<file path="src/rtl/uart_transmitter.sv">
// 8N1 UART transmitter with a small input FIFO; frames are sent LSB-first,
// back-to-back while bytes are queued.
module uart_transmitter #(
    parameter int unsigned BAUD       = 115200,
    parameter int unsigned CLOCK_FREQ = 25_500_000,
    parameter int unsigned FIFO_DEPTH = 4
) (
    input  logic       clk,
    input  logic       rst_n,
    input  logic       wr_en,
    input  logic [7:0] data_in,
    output logic       full,
    output logic       empty,
    output logic       busy,
    output logic       overflow,
    output logic       txd
);

    localparam int unsigned BIT_PERIOD = CLOCK_FREQ / BAUD;
    localparam int unsigned CNT_W      = (BIT_PERIOD > 1) ? $clog2(BIT_PERIOD) : 1;
    localparam int unsigned PTR_W      = (FIFO_DEPTH > 1) ? $clog2(FIFO_DEPTH) : 1;
    localparam int unsigned COUNT_W    = $clog2(FIFO_DEPTH + 1);

    localparam logic [CNT_W-1:0]   CNT_LAST   = CNT_W'(BIT_PERIOD - 1);
    localparam logic [COUNT_W-1:0] COUNT_FULL = COUNT_W'(FIFO_DEPTH);

    typedef enum logic [1:0] {
        IDLE,
        START_BIT,
        DATA_BITS,
        STOP_BIT
    } state_t;

    state_t state, state_next;

    logic [7:0]         mem [FIFO_DEPTH];
    logic [PTR_W-1:0]   wr_ptr;
    logic [PTR_W-1:0]   rd_ptr;
    logic [COUNT_W-1:0] count;
    logic [COUNT_W-1:0] count_next;
    logic               push;
    logic               pop;
    logic [7:0]         head;

    logic [7:0]       shift_reg, shift_next;
    logic [2:0]       bit_idx, bit_idx_next;
    logic [CNT_W-1:0] baud_cnt, baud_next;
    logic             txd_next;
    logic             busy_next;
    logic             bit_end;

    // ------------------------------------------------------------------
    // Input FIFO
    // ------------------------------------------------------------------
    assign push = wr_en && !full;
    assign head = mem[rd_ptr];

    always_comb begin
        count_next = count;
        case ({push, pop})
            2'b10:   count_next = count + COUNT_W'(1);
            2'b01:   count_next = count - COUNT_W'(1);
            default: count_next = count;
        endcase
    end

    // Storage is not reset; only pointers and count define its contents.
    always_ff @(posedge clk) begin
        if (push) begin
            mem[wr_ptr] <= data_in;
        end
    end

    always_ff @(posedge clk or negedge rst_n) begin
        if (!rst_n) begin
            wr_ptr   <= '0;
            rd_ptr   <= '0;
            count    <= '0;
            full     <= 1'b0;
            empty    <= 1'b1;
            overflow <= 1'b0;
        end else begin
            if (push) begin
                wr_ptr <= wr_ptr + PTR_W'(1);
            end
            if (pop) begin
                rd_ptr <= rd_ptr + PTR_W'(1);
            end
            count    <= count_next;
            full     <= (count_next == COUNT_FULL);
            empty    <= (count_next == '0);
            overflow <= wr_en && full;
        end
    end

    // ------------------------------------------------------------------
    // Transmit state machine
    // ------------------------------------------------------------------
    assign bit_end = (baud_cnt == CNT_LAST);

    always_comb begin
        state_next   = state;
        txd_next     = txd;
        shift_next   = shift_reg;
        bit_idx_next = bit_idx;
        baud_next    = baud_cnt;
        pop          = 1'b0;

        case (state)
            IDLE: begin
                txd_next  = 1'b1;
                baud_next = '0;
                if (!empty) begin
                    pop        = 1'b1;
                    shift_next = head;
                    txd_next   = 1'b0;
                    state_next = START_BIT;
                end
            end

            START_BIT: begin
                if (bit_end) begin
                    baud_next    = '0;
                    txd_next     = shift_reg[0];
                    bit_idx_next = '0;
                    state_next   = DATA_BITS;
                end else begin
                    baud_next = baud_cnt + CNT_W'(1);
                end
            end

            DATA_BITS: begin
                if (bit_end) begin
                    baud_next  = '0;
                    shift_next = {1'b0, shift_reg[7:1]};
                    if (bit_idx == 3'd7) begin
                        txd_next   = 1'b1;
                        state_next = STOP_BIT;
                    end else begin
                        bit_idx_next = bit_idx + 3'd1;
                        // shift_reg[1] becomes bit 0 after this shift
                        txd_next     = shift_reg[1];
                    end
                end else begin
                    baud_next = baud_cnt + CNT_W'(1);
                end
            end

            STOP_BIT: begin
                if (bit_end) begin
                    baud_next = '0;
                    if (!empty) begin
                        pop        = 1'b1;
                        shift_next = head;
                        txd_next   = 1'b0;
                        state_next = START_BIT;
                    end else begin
                        txd_next   = 1'b1;
                        state_next = IDLE;
                    end
                end else begin
                    baud_next = baud_cnt + CNT_W'(1);
                end
            end

            default: begin
                txd_next   = 1'b1;
                baud_next  = '0;
                state_next = IDLE;
            end
        endcase
    end

    // Computed from the next state so busy rises on the same edge txd falls.
    assign busy_next = (state_next != IDLE) || !empty;

    always_ff @(posedge clk or negedge rst_n) begin
        if (!rst_n) begin
            state     <= IDLE;
            txd       <= 1'b1;
            shift_reg <= '0;
            bit_idx   <= '0;
            baud_cnt  <= '0;
            busy      <= 1'b0;
        end else begin
            state     <= state_next;
            txd       <= txd_next;
            shift_reg <= shift_next;
            bit_idx   <= bit_idx_next;
            baud_cnt  <= baud_next;
            busy      <= busy_next;
        end
    end

endmodule

</file>
<file path="config.mk">
export PLATFORM = sky130hd
export DESIGN_NAME = uart_transmitter
export DESIGN_NICKNAME = d
export VERILOG_FILES = /design/src/rtl/uart_transmitter.sv
export SDC_FILE = /design/constraint.sdc
export NUM_CORES = 1
export LEC_CHECK = 0
export ABC_AREA = 0
export CAP_MARGIN = 0
export CELL_PAD_IN_SITES_DETAIL_PLACEMENT = 0
export CELL_PAD_IN_SITES_GLOBAL_PLACEMENT = 1
export CORE_MARGIN = 2
export CORE_UTILIZATION = 53
export DETAILED_ROUTE_END_ITERATION = 8
export GPL_TIMING_DRIVEN = 1
export PLACE_DENSITY = 0.84
export SLEW_MARGIN = 15
export SYNTH_ARGS = -nofsm -noshare
export SYNTH_HDL_FRONTEND = slang
export SYNTH_SLANG_ARGS = --single-unit
export TNS_END_PERCENT = 5
</file>
<file path="constraint.sdc">
create_clock -name clk -period 7.7 [get_ports clk]
set_input_delay 1.54 -clock clk [delete_from_list [all_inputs] [get_ports clk]]
set_output_delay 1.54 -clock clk [all_outputs]
set_load 0.005 [all_outputs]
</file>
==> impl_metrics.tcl, run 1 <==
set metrics [dict create \
    fmax_ghz 0.2766 \
    tns_ns 0 \
    crit_type "input pin to register" \
    ys_ff_latch 65 \
    grt_overflow 0 \
    wl_mm 4.825 \
    hp-class "register to register" \
    dieArea_um2 6234 \
    cp.required_ns 7.96 \
    clockRootBuffer "clkbuf_8" \
    syn-cell-area_um2 2978 \
    status "completed" \
    fill_cells 445 \
    drive_gt1_share_pct 14.94 \
    io_buffer_count 15 \
    cts_made_buffers 9 \
    post-route-period-util_pct 46.95 \
    dpl_cell_area_um2 3194 \
    fin_area_um2 3396 \
    ant_nets 0 \
    powerDensity_nw_per_um2 339.3 \
    layout.cells.non_filler 313 \
    end_kind "register" \
    clkSlewWorstSetupHoldPaths_ns 0.07 \
    gp_congestion 0.7635 \
    largest_reg_flops 32 \
    synthDistinctLibCells 41 \
    grt_pass1_wl_mm 8.224 \
    dpl.cell_count 297 \
    yosys_warnings 0 \
    grt_pass1_vias 1729 \
    cp_max_fo 8 \
    drt_iter0_drc 78 \
    setup_violations 0 \
    coreArea_um2 5473 \
    initial_core_util_pct 54.41 \
    syn_nets 241 \
    cp-start-kind "input pin" \
    relSlewSlack_pct 59.93 \
    fin_skew_ns 0.008085 \
    syn_avg_cell_area_um2 13.85 \
    final_nets 262 \
    dieHeight_um 78.96 \
    track_usage_pct 17.49 \
    netlist_instances 215 \
    maxCapViolations 0 \
    worstMarginPinSlew_ns 0.6011 \
    max-clock-path-buffers 2 \
    grt_max_degree 34 \
    cts.htree.levels 3 \
    avgRoutedWirePerCell_um 15.42 \
    clock-sinks 65 \
    ios 16 \
    drc_errors 0 \
    static-leakage-power_nw 1.379 \
    via_per_inst 5.495 \
    firstDrtPassIters 4 \
    post-place-ws_ns 3.726 \
    clkLatencyLatePin_ns 0.33 \
    finalHoldViolations 0 \
    ctsHoldBuffers 0 \
    worst_slack_ns 4.085 \
    antenna_found_initial 0 \
    area_growth_pct 14.03 \
    postCtsResizedCells 0 \
    period_needed_ns 3.615 \
    antenna_cells 0 \
    peakVddDrop_v 0.0001770 \
    crit_arrival_ns 3.88 \
    rows 27 \
    ys_seq_area_share_pct 60.08 \
    num_vias 1720 \
    post-cts-setup-buffers 0 \
    die_width_um 78.96 \
    slew_violations 0 \
    cts_tree "yes" \
    grt_setup_unrepaired "false" \
    place_hpwl_mm 3.271 \
]
-- Yosys cell counts --
cell type	number	area share, %
nor3_1	10	1.7
mux4_2	8	6.1
o31a_1	1	0.29
dfrtp_1	31	26
mux2_2	2	0.76
a31oi_1	1	0.21
o211a_1	1	0.34
buf_2	1	0.17
fa_1	1	0.67
nand2_1	16	2.0
ha_1	14	5.9
nand3_1	8	1.3
edfxtp_1	32	32
nand3b_4	1	0.67
nor2b_1	3	0.63
clkbuf_1	3	0.38
nand4_4	1	0.71
nor4b_4	1	0.80
nor2_1	7	0.88
a22oi_1	8	2.0
xnor2_1	4	1.2
nand4_1	2	0.42
buf_1	1	0.13
nand3b_1	8	2.0
a31o_2	1	0.29
and3_1	1	0.21
dfstp_2	2	1.8
or2_1	1	0.21
a221oi_1	1	0.29
or2_2	2	0.42
nand4b_1	1	0.29
o21a_1	1	0.25
o32a_1	1	0.34
nor2_2	1	0.21
inv_1	9	1.1
xor2_1	8	2.4
or3_1	1	0.21
buf_6	1	0.38
and2_1	6	1.3
o21ai_0	8	1.3
a22o_1	5	1.5
-- metrics by stage --
stage	hold slack (ns)	total power, mW	util (%)
final	0.4712	1.152	62.05
after global placement	0.4669	0.8598	58.37
after detailed placement	0.4589	0.8722	58.37
after global routing	0.5102	1.229	62.05
after floorplan	0.4462	0.7862	-
after CTS	0.4729	1.165	62.05
-- logic make-up after synthesis --
logic type / after synthesis / share of synthesized area [%]
and+or+nand+nor: 70 / 13.99
DFF: 65 / 60.08
AOI/OAI and AO/OA: 28 / 6.849
buffers and inverters: 15 / 2.184
adders and majority gates: 15 / 6.555
xor gates and xnor gates: 12 / 3.529
muxes: 10 / 6.807
-- cells in the final DEF, fill, tap and decap left out, types with 9 or more instances in the layout --
cell type,Yosys,routed
clkbuf_8,0,9
clkdlybuf4s50_1,0,15
dfrtp_1,31,31
edfxtp_1,32,32
ha_1,14,14
inv_1,9,9
nand2_1,16,16
nor3_1,10,10
-- layer usage --
metal  global-route usage (%)  share of wire (%)  vias up
li1                         -                  -      836
met1                    24.16                 48      850
met2                    26.75                 47       28
met3                    4.432                3.0        6
met4                    7.241                1.5        0
met5                        0                  0        -
-- cell type report --
| type | instances | area [µm²] | share of cell area (%) |
|---|---|---|---|
| clock buffers | 9 | 123.9 | 3.648 |
| clock inverters | 7 | 77.57 | 2.284 |
| inverters | 9 | 33.78 | 0.9948 |
| multi-input cells | 135 | 1124 | 33.09 |
| flip-flops and latches | 65 | 1789 | 52.69 |
| well taps | 72 | 90.09 | 2.653 |
| repair buffers | 16 | 157.7 | 4.643 |
-- path summary, 6_finish.rpt --
path,start,endpoint,slack (ns),cells after the start
min in group asynchronous,rst_n,bit_idx[0],1.61,2
max reg2reg,baud_cnt[0],full,4.91,10
max,wr_en,full,4.08,8
min,count[2],count[2],0.47,1
min reg2reg,count[2],count[2],0.47,1
max in group asynchronous,rst_n,empty,5.75,2
-- power breakdown --
group          leakage [nW]  internal (mW)  switching, mW
clock network         0.100          0.152          0.139
registers             0.705          0.462         0.0772
logic                 0.574          0.167          0.153
-- worst max-delay path, cell delays in order --
cell             delay [ns]
clkdlybuf4s50_1        0.46
nor2b_1                0.39
inv_1                  0.09
ha_1                   0.25
fa_1                   0.44
mux2_2                 0.28
or2_2                  0.31
nor2b_1                0.11
Power figures use the tool's default switching activity.
==> inputs of run 2 (changes only) <==
CORE_UTILIZATION = 49   (was 53)
PLACE_DENSITY = 0.78   (was 0.84)
clock period = 3.35 ns   (was 7.7 ns; I/O delays follow)
==> impl_metrics.tcl, run 2 (synthesis gave the netlist of run 1 again) <==
set metrics [dict create \
    initial_core_util_pct 50.60 \
    post-cts-setup-buffers 0 \
    multiInputGateArea_um2 1124 \
    clock-sinks 65 \
    cpMostUsedCell "ha_1" \
    grt_pass1_vias 1651 \
    clockRootBuffer "clkbuf_8" \
    critPathTopFamily "simple AND/OR/NAND/NOR gates" \
    grt_pass1_wl_mm 7.810 \
    cts_tree "yes" \
    drive_gt1_share_pct 15.29 \
    final_common_cell "edfxtp_1" \
    max-clock-path-buffers 2 \
    antenna_cells 0 \
    fmax_ghz 0.3643 \
    setup_violations 0 \
    use_met2_pct 23.74 \
    dpl.cell_count 301 \
    largest_reg_flops 32 \
    postCtsResizedCells 0 \
    maxCapViolations 0 \
    final_cell_mix "edfxtp_1, dfrtp_1, nand2_1" \
    slew_violations 0 \
    slowest_delay_ns 0.43 \
    tns_ns 0 \
    cp.required_ns 3.62 \
    area_growth_pct 14.41 \
    gp_congestion 0.7707 \
    dieHeight_um 81.96 \
    ctsHoldBuffers 0 \
    top_usage_layer "met2" \
    met3_usage_pct 5.165 \
    cp-start-kind "register" \
    static-leakage-power_nw 1.384 \
    wl_mm 4.809 \
    peakVddDrop_v 0.0004571 \
    dieArea_um2 6717 \
    ant_nets 0 \
    critPathBufInv 1 \
    coreArea_um2 5886 \
    crit_slowest_cell "fa_1" \
    via_per_inst 5.334 \
    layout.cells.non_filler 317 \
    cts_made_buffers 9 \
    clkLatencyLatePin_ns 0.34 \
    end_kind "register" \
    avgRoutedWirePerCell_um 15.17 \
    grt_setup_unrepaired "false" \
    place_hpwl_mm 3.235 \
    io_buffer_count 15 \
    grt_overflow 0 \
    period_needed_ns 2.745 \
    hp-class "register to register" \
    grt_max_degree 34 \
    clkSlewWorstSetupHoldPaths_ns 0.07 \
    finalHoldViolations 0 \
    relSlewSlack_pct 59.55 \
    fin_skew_ns 0.01239 \
    r2r_slack_ns 0.61 \
    worstMarginPinSlew_ns 0.6068 \
    num_vias 1691 \
    worstPathCellList "inv_1, ha_1, nand4_4, nor3_1, o21a_1, ha_1, fa_1, mux2_2, or2_2, nor2b_1" \
    powerDensity_nw_per_um2 774.0 \
    status "completed" \
    grt_use_met1_pct 21.41 \
    seqCellArea_um2 1789 \
    cts.htree.levels 3 \
    die_width_um 81.96 \
    cp_max_fo 8 \
    post-route-period-util_pct 81.94 \
    fill_cells 477 \
    rows 28 \
    firstDrtPassIters 4 \
    final_nets 263 \
    drc_errors 0 \
    track_usage_pct 16.12 \
    crit_arrival_ns 3.01 \
    ios 16 \
    drt_iter0_drc 75 \
    antenna_found_initial 0 \
    utilization_pct 57.89 \
    crit_type "register to register" \
]
==> run 2: cell count changes in the layout (fill, tap and decap cells not counted) <==
cell	change
buf_4	+1
==> run 2: metrics by stage <==
stage / instance area, µm² / setup WS (ns) / power [mW] / hold WS [ns]
2_1_floorplan: 2978 / 0.8301 / 1.807 / 0.3744
3_3_place_gp: 3206 / 0.6040 / 1.987 / 0.4670
3_5_place_dp: 3206 / 0.5551 / 2.008 / 0.4675
4_1_cts: 3407 / 0.5795 / 2.676 / 0.4803
5_1_grt: 3407 / 0.3908 / 2.814 / 0.5103
6_report: 3407 / 0.6051 / 2.637 / 0.4760
==> run 2: worst paths after layout <==
kind | startpoint | to | depth (start not counted)
max | baud_cnt[0] | full | 10
min | count[2] | count[2] | 1
max reg2reg | baud_cnt[0] | full | 10
min reg2reg | count[2] | count[2] | 1
max in group asynchronous | rst_n | empty | 2
min in group asynchronous | rst_n | bit_idx[0] | 2
==> run 2: area by class of cell <==
type	instances	share of cell area, %
multi-input combinational	135	32.98
clock inverter	7	2.277
tap	75	2.754
timing repair buffer	17	4.848
clock buffer	9	3.636
inverter	9	0.9916
sequential	65	52.52
==> run 2: worst register-to-register path, stage by stage (launching register included) <==
cell	delay, ns
dfrtp_1	0.42
inv_1	0.08
ha_1	0.19
nand4_4	0.18
nor3_1	0.27
o21a_1	0.20
ha_1	0.22
fa_1	0.43
mux2_2	0.28
or2_2	0.31
nor2b_1	0.11
==> run 2: power breakdown <==
group | internal (mW) | total (mW) | switching, mW
clock | 0.350 | 0.664 | 0.315
combinational | 0.388 | 0.738 | 0.350
sequential | 1.06 | 1.23 | 0.171
total | 1.80 | 2.64 | 0.837
==> run 2: per-layer routing <==
metal | wire length [µm] | part of all wire (%)
met5 | 0 | 0
met3 | 169 | 3.5
met4 | 85 | 1.8
met2 | 2221 | 46
met1 | 2332 | 48
==> inputs of run 3 (changes only) <==
clock period = 2.6 ns   (was 3.35 ns; I/O delays follow)
==> impl_metrics.tcl, run 3 (synthesis gave the netlist of run 1 again) <==
set metrics [dict create \
    status "completed" \
    grt_pass1_vias 1769 \
    crit_type "register to register" \
    initial_core_util_pct 50.60 \
    fill_cells 478 \
    cts_made_buffers 9 \
    dieHeight_um 81.96 \
    cp_max_fo 4 \
    grt_setup_unrepaired "false" \
    power.internal_mw 2.381 \
    combPwrFrac_pct 30.1 \
    cp.required_ns 2.87 \
    crit_arrival_ns 2.73 \
    final_cell_mix "edfxtp_1, dfrtp_1, nand2_1" \
    relSlewSlack_pct 61.22 \
    worstMarginPinSlew_ns 0.5817 \
    post-route-period-util_pct 94.73 \
    fin_area_um2 3521 \
    clock-sinks 65 \
    final_nets 275 \
    fin_skew_ns 0.007024 \
    num_vias 1751 \
    clock_power_share_pct 24.7 \
    drt_iter0_drc 48 \
    worst_slack_ns 0.1370 \
    critPathBufInv 1 \
    power.switching_mw 1.108 \
    period_needed_ns 2.463 \
    avgRoutedWirePerCell_um 14.85 \
    layout.cells.non_filler 329 \
    gp_congestion 0.7518 \
    hp-class "register to register" \
    cp-start-kind "register" \
    dpl_cell_area_um2 3281 \
    static-leakage-power_nw 1.455 \
    slew_violations 0 \
    firstDrtPassIters 4 \
    dieArea_um2 6717 \
    end_kind "register" \
    peakVddDrop_v 0.0005312 \
    clockRootBuffer "clkbuf_8" \
    grt_max_degree 34 \
    post-place-ws_ns -0.03992 \
    grt_pass1_wl_mm 8.300 \
    coreArea_um2 5886 \
    drc_errors 0 \
    cts.htree.levels 3 \
    rows 28 \
    ios 16 \
    largest_reg_flops 32 \
    place_hpwl_mm 3.292 \
    tns_ns 0 \
    finalHoldViolations 0 \
    wl_mm 4.885 \
    dpl.cell_count 311 \
    sw_frac_of_total_pct 31.75 \
    area_growth_pct 18.24 \
    drive_gt1_share_pct 21.65 \
    utilization_pct 59.82 \
    clkSlewWorstSetupHoldPaths_ns 0.08 \
    slowest_delay_ns 0.41 \
    max-clock-path-buffers 2 \
    clkLatencyLatePin_ns 0.33 \
    antenna_found_initial 0 \
    track_usage_pct 16.59 \
    final_common_cell "edfxtp_1" \
    die_width_um 81.96 \
    antenna_cells 0 \
    cts_tree "yes" \
    grt_overflow 0 \
    crit_slowest_cell "dfrtp_1" \
    maxCapViolations 0 \
    setup_violations 0 \
    fmax_ghz 0.4060 \
    critPathTopFamily "adder cells" \
    io_buffer_count 15 \
    via_per_inst 5.322 \
    p_seq_share_pct 45.2 \
    ant_nets 0 \
    powerDensity_nw_per_um2 990.9 \
    worstPathCellList "inv_1, ha_1, nor2_2, o21a_1, ha_2, fa_1, mux2_2, or2_2, nor2b_1" \
]
[run 3: cell count changes in the layout (fill, tap and decap cells not counted), sizes merged]
cell | before | now
buf | 2 | 14
[run 3: cell type report]
class / count / area, µm² / area share [%]
Clock buffer: 9 / 123.9 / 3.518
Clock inverter: 7 / 77.57 / 2.203
Inverter: 9 / 33.78 / 0.9595
Multi-Input combinational cell: 135 / 1147 / 32.59
Sequential cell: 65 / 1789 / 50.82
Tap cell: 75 / 93.84 / 2.665
Timing Repair Buffer: 29 / 255.2 / 7.249
[run 3: repair_timing]
| item | in CTS | in global routing |
|---|---|---|
| cloned | 0 | 0 |
| pin swaps | 0 | 2 |
| endpoints found under the setup margin | 1 | 2 |
| gates resized for setup | 1 | 6 |
| hold buffers | 0 | 0 |
| buffers inserted | 0 | 2 |
[run 3: metal layers]
metal	GRT usage, %	vias to the layer above	routed length, µm
met4	7.000	0	48
met2	25.69	21	2347
met1	22.96	858	2377
li1	-	866	-
met3	3.297	6	111
met5	0	-	0
[run 3: power by group through the flow]
stage / Combinational [mW] / Clock (mW) / Sequential [mW]
after detailed placement: 1.04 / 0 / 1.60
after global placement: 1.02 / 0 / 1.60
after floorplan: 0.821 / 0 / 1.51
final: 1.05 / 0.861 / 1.58
after global routing: 1.19 / 0.925 / 1.62
after CTS: 1.05 / 0.888 / 1.58
[run 3: path summary, 6_finish.rpt]
kind | cells after the start | slack (ns) | endpoint | startpoint
setup / recovery | 9 | 0.14 | full | state[0]
hold / removal | 1 | 0.49 | count[2] | count[2]
setup reg to reg | 9 | 0.14 | full | state[0]
hold reg to reg | 1 | 0.49 | count[2] | count[2]
max in group asynchronous | 2 | 1.67 | empty | rst_n
min in group asynchronous | 2 | 0.59 | bit_idx[1] | rst_n
[run 3: stage by stage]
step	power, mW	hold slack [ns]
after floorplan	2.328	0.2244
after global placement	2.623	0.4698
after detailed placement	2.646	0.4652
after CTS	3.516	0.4838
after global routing	3.728	0.5315
final	3.489	0.4923
